### config.mk
export PLATFORM = sky130hd
export DESIGN_NAME = serial_subtractor
export DESIGN_NICKNAME = d
export VERILOG_FILES = /design/src/rtl/serial_subtractor_pkg.sv /design/src/rtl/serial_subtractor_full_subtractor.sv /design/src/rtl/serial_subtractor.sv
export SDC_FILE = /design/constraint.sdc
export NUM_CORES = 1
export LEC_CHECK = 0
export CAP_MARGIN = 40
export CORE_ASPECT_RATIO = 0.7
export CORE_MARGIN = 2
export CORE_UTILIZATION = 55
export CTS_CLUSTER_DIAMETER = 40
export CTS_CLUSTER_SIZE = 25
export DETAILED_ROUTE_END_ITERATION = 16
export GPL_ROUTABILITY_DRIVEN = 0
export PLACE_DENSITY = 0.92
export SETUP_SLACK_MARGIN = 0.02
export SLEW_MARGIN = 40
export SYNTH_ARGS = -nofsm -noshare
export SYNTH_HDL_FRONTEND = slang
export SYNTH_HIERARCHICAL = 1
export SYNTH_SLANG_ARGS = --single-unit
### constraint.sdc
create_clock -name clk -period 4.1 [get_ports clk]
set_input_delay 0.82 -clock clk [delete_from_list [all_inputs] [get_ports clk]]
set_output_delay 0.82 -clock clk [all_outputs]
set_load 0.005 [all_outputs]
### src/rtl/serial_subtractor_pkg.sv
// Shared FSM encoding for the bit-serial subtractor.
package serial_subtractor_pkg;
  localparam logic [1:0] S_IDLE = 2'd0;
  localparam logic [1:0] S_RUN  = 2'd1;
  localparam logic [1:0] S_DONE = 2'd2;
endpackage

### src/rtl/serial_subtractor_full_subtractor.sv
// One-bit full subtractor cell: d = x - y - bin, with borrow out.
module full_subtractor (
  input  logic x_i,
  input  logic y_i,
  input  logic bin_i,
  output logic d_o,
  output logic bout_o
);
  assign d_o    = x_i ^ y_i ^ bin_i;
  assign bout_o = (~x_i & y_i) | (~(x_i ^ y_i) & bin_i);
endmodule

### src/rtl/serial_subtractor.sv
// Bit-serial a - b - borrow_in, LSB first, one bit per clock; WIDTH RUN cycles then a done pulse.
// New requests are taken in IDLE or DONE only; start during RUN is ignored.
module serial_subtractor
  import serial_subtractor_pkg::*;
#(
  parameter int WIDTH = 8
) (
  input  logic             clk,
  input  logic             reset,
  input  logic             start,
  input  logic [WIDTH-1:0] a,
  input  logic [WIDTH-1:0] b,
  input  logic             borrow_in,
  output logic             busy,
  output logic             done,
  output logic [WIDTH-1:0] difference,
  output logic             borrow_out
);
  localparam int CW = $clog2(WIDTH + 1);
  localparam logic [CW-1:0] LAST = CW'(WIDTH - 1);

  logic [1:0]       state_q, state_d;
  logic [CW-1:0]    cnt_q, cnt_d;
  logic [WIDTH-1:0] a_sh_q, a_sh_d;
  logic [WIDTH-1:0] b_sh_q, b_sh_d;
  logic [WIDTH-1:0] res_q, res_d;
  logic             bor_q, bor_d;
  logic [WIDTH-1:0] diff_q, diff_d;
  logic             bout_q, bout_d;
  logic             cell_d, cell_bout;

  full_subtractor u_fs (
    .x_i   (a_sh_q[0]),
    .y_i   (b_sh_q[0]),
    .bin_i (bor_q),
    .d_o   (cell_d),
    .bout_o(cell_bout)
  );

  always_comb begin
    state_d = state_q;
    cnt_d   = cnt_q;
    a_sh_d  = a_sh_q;
    b_sh_d  = b_sh_q;
    res_d   = res_q;
    bor_d   = bor_q;
    diff_d  = diff_q;
    bout_d  = bout_q;
    case (state_q)
      S_RUN: begin
        a_sh_d = a_sh_q >> 1;
        b_sh_d = b_sh_q >> 1;
        res_d  = res_q >> 1;
        res_d[WIDTH-1] = cell_d;
        bor_d  = cell_bout;
        cnt_d  = cnt_q + 1'b1;
        // Final bit: publish the completed result on this same edge.
        if (cnt_q == LAST) begin
          state_d = S_DONE;
          diff_d  = res_d;
          bout_d  = cell_bout;
        end
      end
      default: begin
        if (start) begin
          state_d = S_RUN;
          a_sh_d  = a;
          b_sh_d  = b;
          bor_d   = borrow_in;
          cnt_d   = '0;
        end else begin
          state_d = S_IDLE;
        end
      end
    endcase
  end

  always_ff @(posedge clk or posedge reset) begin
    if (reset) begin
      state_q <= S_IDLE;
      cnt_q   <= '0;
      a_sh_q  <= '0;
      b_sh_q  <= '0;
      res_q   <= '0;
      bor_q   <= 1'b0;
      diff_q  <= '0;
      bout_q  <= 1'b0;
    end else begin
      state_q <= state_d;
      cnt_q   <= cnt_d;
      a_sh_q  <= a_sh_d;
      b_sh_q  <= b_sh_d;
      res_q   <= res_d;
      bor_q   <= bor_d;
      diff_q  <= diff_d;
      bout_q  <= bout_d;
    end
  end

  assign busy       = (state_q == S_RUN);
  assign done       = (state_q == S_DONE);
  assign difference = diff_q;
  assign borrow_out = bout_q;
endmodule

==> Yosys cells after proc, flatten, opt, wreduce, memory -nomap -nowiden <==
Index checks and enable logic that the tools add are counted.
{ "op_classes": {"mux": 11, "eq_ne": 4, "reduce_logical": 2, "n_bitwise": 7, "add_sub_neg": 1} }
{ "ops": {"columns": ["cell", "count"], "rows": [
  ["8-bit two-way mux", 4],
  ["4-bit two-way mux", 2],
  ["4-bit by 1-bit adder with 4-bit output, second input constant", 1],
  ["4-bit by 3-bit == test with 1-bit output, second input constant", 1],
  ["2-bit two-way mux", 2],
  ["1-bit two-way mux", 3],
  ["1-bit bitwise AND", 2],
  ["2-bit by 1-bit == test with 1-bit output, second input constant", 1],
  ["2-bit == test, second input constant", 1],
  ["2-bit by 1-bit inequality test with 1-bit output, second input constant", 1],
  ["1-bit inverter", 2],
  ["2-bit AND reduction", 1],
  ["2-bit nonzero test", 1],
  ["1-bit bitwise XOR", 2],
  ["1-bit bitwise OR", 1]
]} }
{ "totals": {"wordCells": 33, "out_inout_bits": 11, "reg_bits": 40} }

==> Logic depth before layout (Yosys ltp) <==
{ "logic_depth": {"ltp_word": 5, "mapped_depth": 5, "depth_no_buf": 5} }

==> By module <==
Netlist, hierarchy kept.
{ "modules_own_cells": {"columns": ["module", "cells_per_inst", "instances", "area_each_um2", "seq_area_each_um2"], "rows": [
  ["serial_subtractor", 129, 1, 1696.6, 975.9],
  ["full_subtractor", 4, 1, 31.3, 0.0]
]} }

==> Worst setup path after synthesis <==
No wires, ideal clock.
{ "synth_timing": {"path_kind": "register to output", "from": "register state_q[1]", "to": "output port busy", "path_buffers": 2, "t_arrival_ns": 0.847, "path_stages_with_launch": 4, "slack_ns": 2.433, "cell_sequence": "dfrtp_1 > nor2b_4 > clkbuf_8 > buf_2"} }
{ "synth_via": {"elab_chain_cells": 1} }
{ "synth_lines": {"columns": ["item", "line", "rtl"], "rows": [
  ["from (decl)", "serial_subtractor.sv:22", "logic [1:0] state_q, state_d;"],
  ["from (signal assigned)", "serial_subtractor.sv:89", "state_q <= state_d;"],
  ["2-bit by 1-bit == test with 1-bit output", "serial_subtractor.sv:100", "assign busy = (state_q == S_RUN);"],
  ["to (decl)", "serial_subtractor.sv:14", "output logic busy,"]
]} }
No other way between the ends.

==> Worst setup path after layout <==
Same ends and word-level chain as after synthesis.

==> flow_metrics.env <==
export IMPL_core_sq_um=2883
export IMPL_drv_slew=0
export IMPL_timing_final_crit_share=0.5374
export IMPL_r2r_worst_path_cells=4
export IMPL_post_route_min_period_ns=2.203
export IMPL_fillers=192
export IMPL_reg2reg_slack_ns=2.23
export IMPL_leakage_nw=0.9958
export IMPL_syn2layout_area_growth_pct=23.39
export IMPL_hold_start="a_sh_q[1]$_DFFE_PP0P_"
export IMPL_clock_sinks=39
export IMPL_start_util=0.5994
export IMPL_worstPathArrival_ns=1.38
export IMPL_antenna_found_initial=0
export IMPL_via_per_inst=5.353
export IMPL_ctsHoldBuffers=0
export IMPL_setup_tns_ns=0
export IMPL_ctsLongestPathBuffers=2
export IMPL_rows=16
export IMPL_reg2reg_from="state_q[1]$_DFFE_PP0P_"
export IMPL_async_reset_ff_frac=1.000
export IMPL_n_antenna_cell=0
export IMPL_routed_wirelength_um=3280
export IMPL_vdd_drop_max_mv=0.3583
export IMPL_synthCells=133
export IMPL_htree_levels=2
export IMPL_die_area_sq_um=3613
export IMPL_start_kind="flop"
export IMPL_drc=0
export IMPL_clkLatencyLatePin_ns=0.30
export IMPL_cp_top_family="buffers and inverters"
export IMPL_relSlewSlack=0.6343
export IMPL_fin_cells=201
export IMPL_endpoint_kind="primary output"
export IMPL_setup_viol=0
export IMPL_io_buffers=30
export IMPL_dp_cells=193
export IMPL_wl_per_cell_um=16.32
export IMPL_die_h_um=50.90
export IMPL_grt_overflow=0
export IMPL_ant_nets=0
export IMPL_final_net_count=186
export IMPL_dp_hpwl_um=2245
export IMPL_status="finished, final reports clean"
export IMPL_vias=1076
export IMPL_numCtsBuffers=5
export IMPL_synth_seq_cells=39
export IMPL_fin_skew_ns=0.006143
export IMPL_tightest_slew_ns=0.5486
export IMPL_synth_cell_types=22
export IMPL_syn_area_sq_um=1728
export IMPL_die_w_um=71.00
export IMPL_r2r_end="difference[7]$_DFFE_PP0P_"
export IMPL_fin_hold_ws_ns=0.4932
export IMPL_cts_tree="built"
export IMPL_hold_path_endpoint="a_sh_q[0]$_DFFE_PP0P_"
export IMPL_seq_area_frac_synth=0.5648
export IMPL_rsz0062_at_grt="false"
export IMPL_cp_num_buf_inv=1
export IMPL_path_cells="nor2b_4 -> clkdlybuf4s50_1"
export IMPL_track_usage=0.2154
export IMPL_clockRootBuffer="clkbuf_8"
export IMPL_drv_cap=0
export IMPL_crit_slowest_cell="clkdlybuf4s50_1"
export IMPL_clk_pin_slew_ns=0.07
export IMPL_syn_avg_cell_area_sq_um=12.99
export IMPL_drive_above_1_share=0.1879
export IMPL_first_iter_violations=87
export IMPL_cts_setup_buffers=0
export IMPL_worstPathRequired_ns=3.28
export IMPL_cts_resized=0
export IMPL_synth_flop_cell="dfrtp_1"
export IMPL_drtPass1Iterations=4
export IMPL_power_density_nw_per_um2=756.8
export IMPL_crit_path_max_fanout=2
export IMPL_grt_max_degree=48
export IMPL_min_path_cells=2
export IMPL_ys_warn_count=6
export IMPL_final_hold_viol_count=0
export IMPL_grt_pass1_wl_um=5616
export IMPL_synth_fp_nets=155
export IMPL_hold_class="flop to flop"
export IMPL_critPathKind="flop to primary output"
export IMPL_crit_path_max_incr_delay_ns=0.55
export IMPL_io_pins=31
export IMPL_fmax_ghz=0.4539
export IMPL_synth_edff_count=0
export IMPL_grt_pass1_vias=1154
[how the worst max path moves through the flow]
stage	start	to	slack [ns]	depth (start not counted)
6_report	state_q[1]$_DFFE_PP0P_	busy	1.90	2
5_1_grt	state_q[1]$_DFFE_PP0P_	busy	1.85	2
4_1_cts	state_q[1]$_DFFE_PP0P_	busy	1.89	2
3_5_place_dp	state_q[1]$_DFFE_PP0P_	busy	2.22	2
3_3_place_gp	start	cnt_q[0]$_DFFE_PP0P_	1.52	3
2_1_floorplan	reset	a_sh_q[0]$_DFFE_PP0P_	2.39	1
[cells in the mapped netlist, types with 4 or more instances]
master	count	area, sq um
inv_1	4	15.01
mux2_2	10	112.6
dfrtp_1	39	975.9
o21ai_0	16	80.08
mux2i_1	18	180.2
mux2_4	8	120.1
nand2_1	17	63.81
nor2_1	4	15.01
buf_2	4	20.02
[worst min-delay path: cells and delay by family (launching register included)]
kind / cells / cell delay, ns
simple gates: 1 / 0.05
compound gates: 1 / 0.06
flops: 1 / 0.35
[layout make-up]
type                       instances  area [sq um]  share of cell area
multi-input combinational         82         668.1              0.3134
timing repair buffer              32         310.3              0.1455
clock inverter                     2         35.03             0.01643
sequential                        39         975.9              0.4577
clock buffer                       6         82.58             0.03873
tap                               36         45.04             0.02113
inverter                           4         15.01            0.007042
[sequential cells by signal (all words and copies together) (netlist names)]
signal,flops
a_sh_q,8
b_sh_q,8
difference,8
res_q,7
cnt_q,4
state_q,2
bor_q,1
borrow_out,1
[placed cells by master, fill, tap and decap left out, drive strengths merged]
cell type and count:
a22o 1, nor2 4, nor2b 1, nand2 17, fa 1, buf 3
mux2 18, ha 1, xnor2 1, clkinv 1, and2b 1, clkbuf 6
mux2i 18, inv 4, and4b 1, bufinv 1, clkdlybuf4s50 29, dfrtp 39
nand2b 1, nand3 1, o21ai 16
[cells by family (layout without fill, tap and decap cells)]
family                   Yosys count  in the layout  share of synthesized area
AND/OR/NAND/NOR                   26             26                    0.07241
XOR/XNOR                           1              1                   0.005070
flip-flops                        39             39                     0.5648
buffers and inverters             12             44                    0.04851
AO/OA/AOI/OAI                     17             17                    0.05141
multiplexers                      36             36                     0.2390
adder cells (fa/ha/maj)            2              2                    0.01883
[power breakdown]
group,internal [mW],leakage [nW],switching (mW)
Combinational,0.346,0.446,0.255
Clock,0.197,0.0612,0.136
Sequential,0.563,0.488,0.117
Total,1.11,0.996,0.508
[layer usage]
layer,vias to the layer above,track usage,part of all wire
met1,527,0.2639,0.43
met2,27,0.3458,0.50
met5,-,0,0
met4,0,0.1289,0.030
met3,11,0.05917,0.037
li1,511,-,-
[per-stage QoR]
step                      utilization  area, sq um  setup slack [ns]  power [mW]
after floorplan                     -         1728             2.391       1.086
after global placement         0.7005         2019             1.519       1.231
after detailed placement       0.6988         2014             2.218       1.290
after CTS                      0.7396         2132             1.885       1.629
after global routing           0.7396         2132             1.851       1.717
final                          0.7396         2132             1.897       1.614
Power figures use the tool's default switching activity.
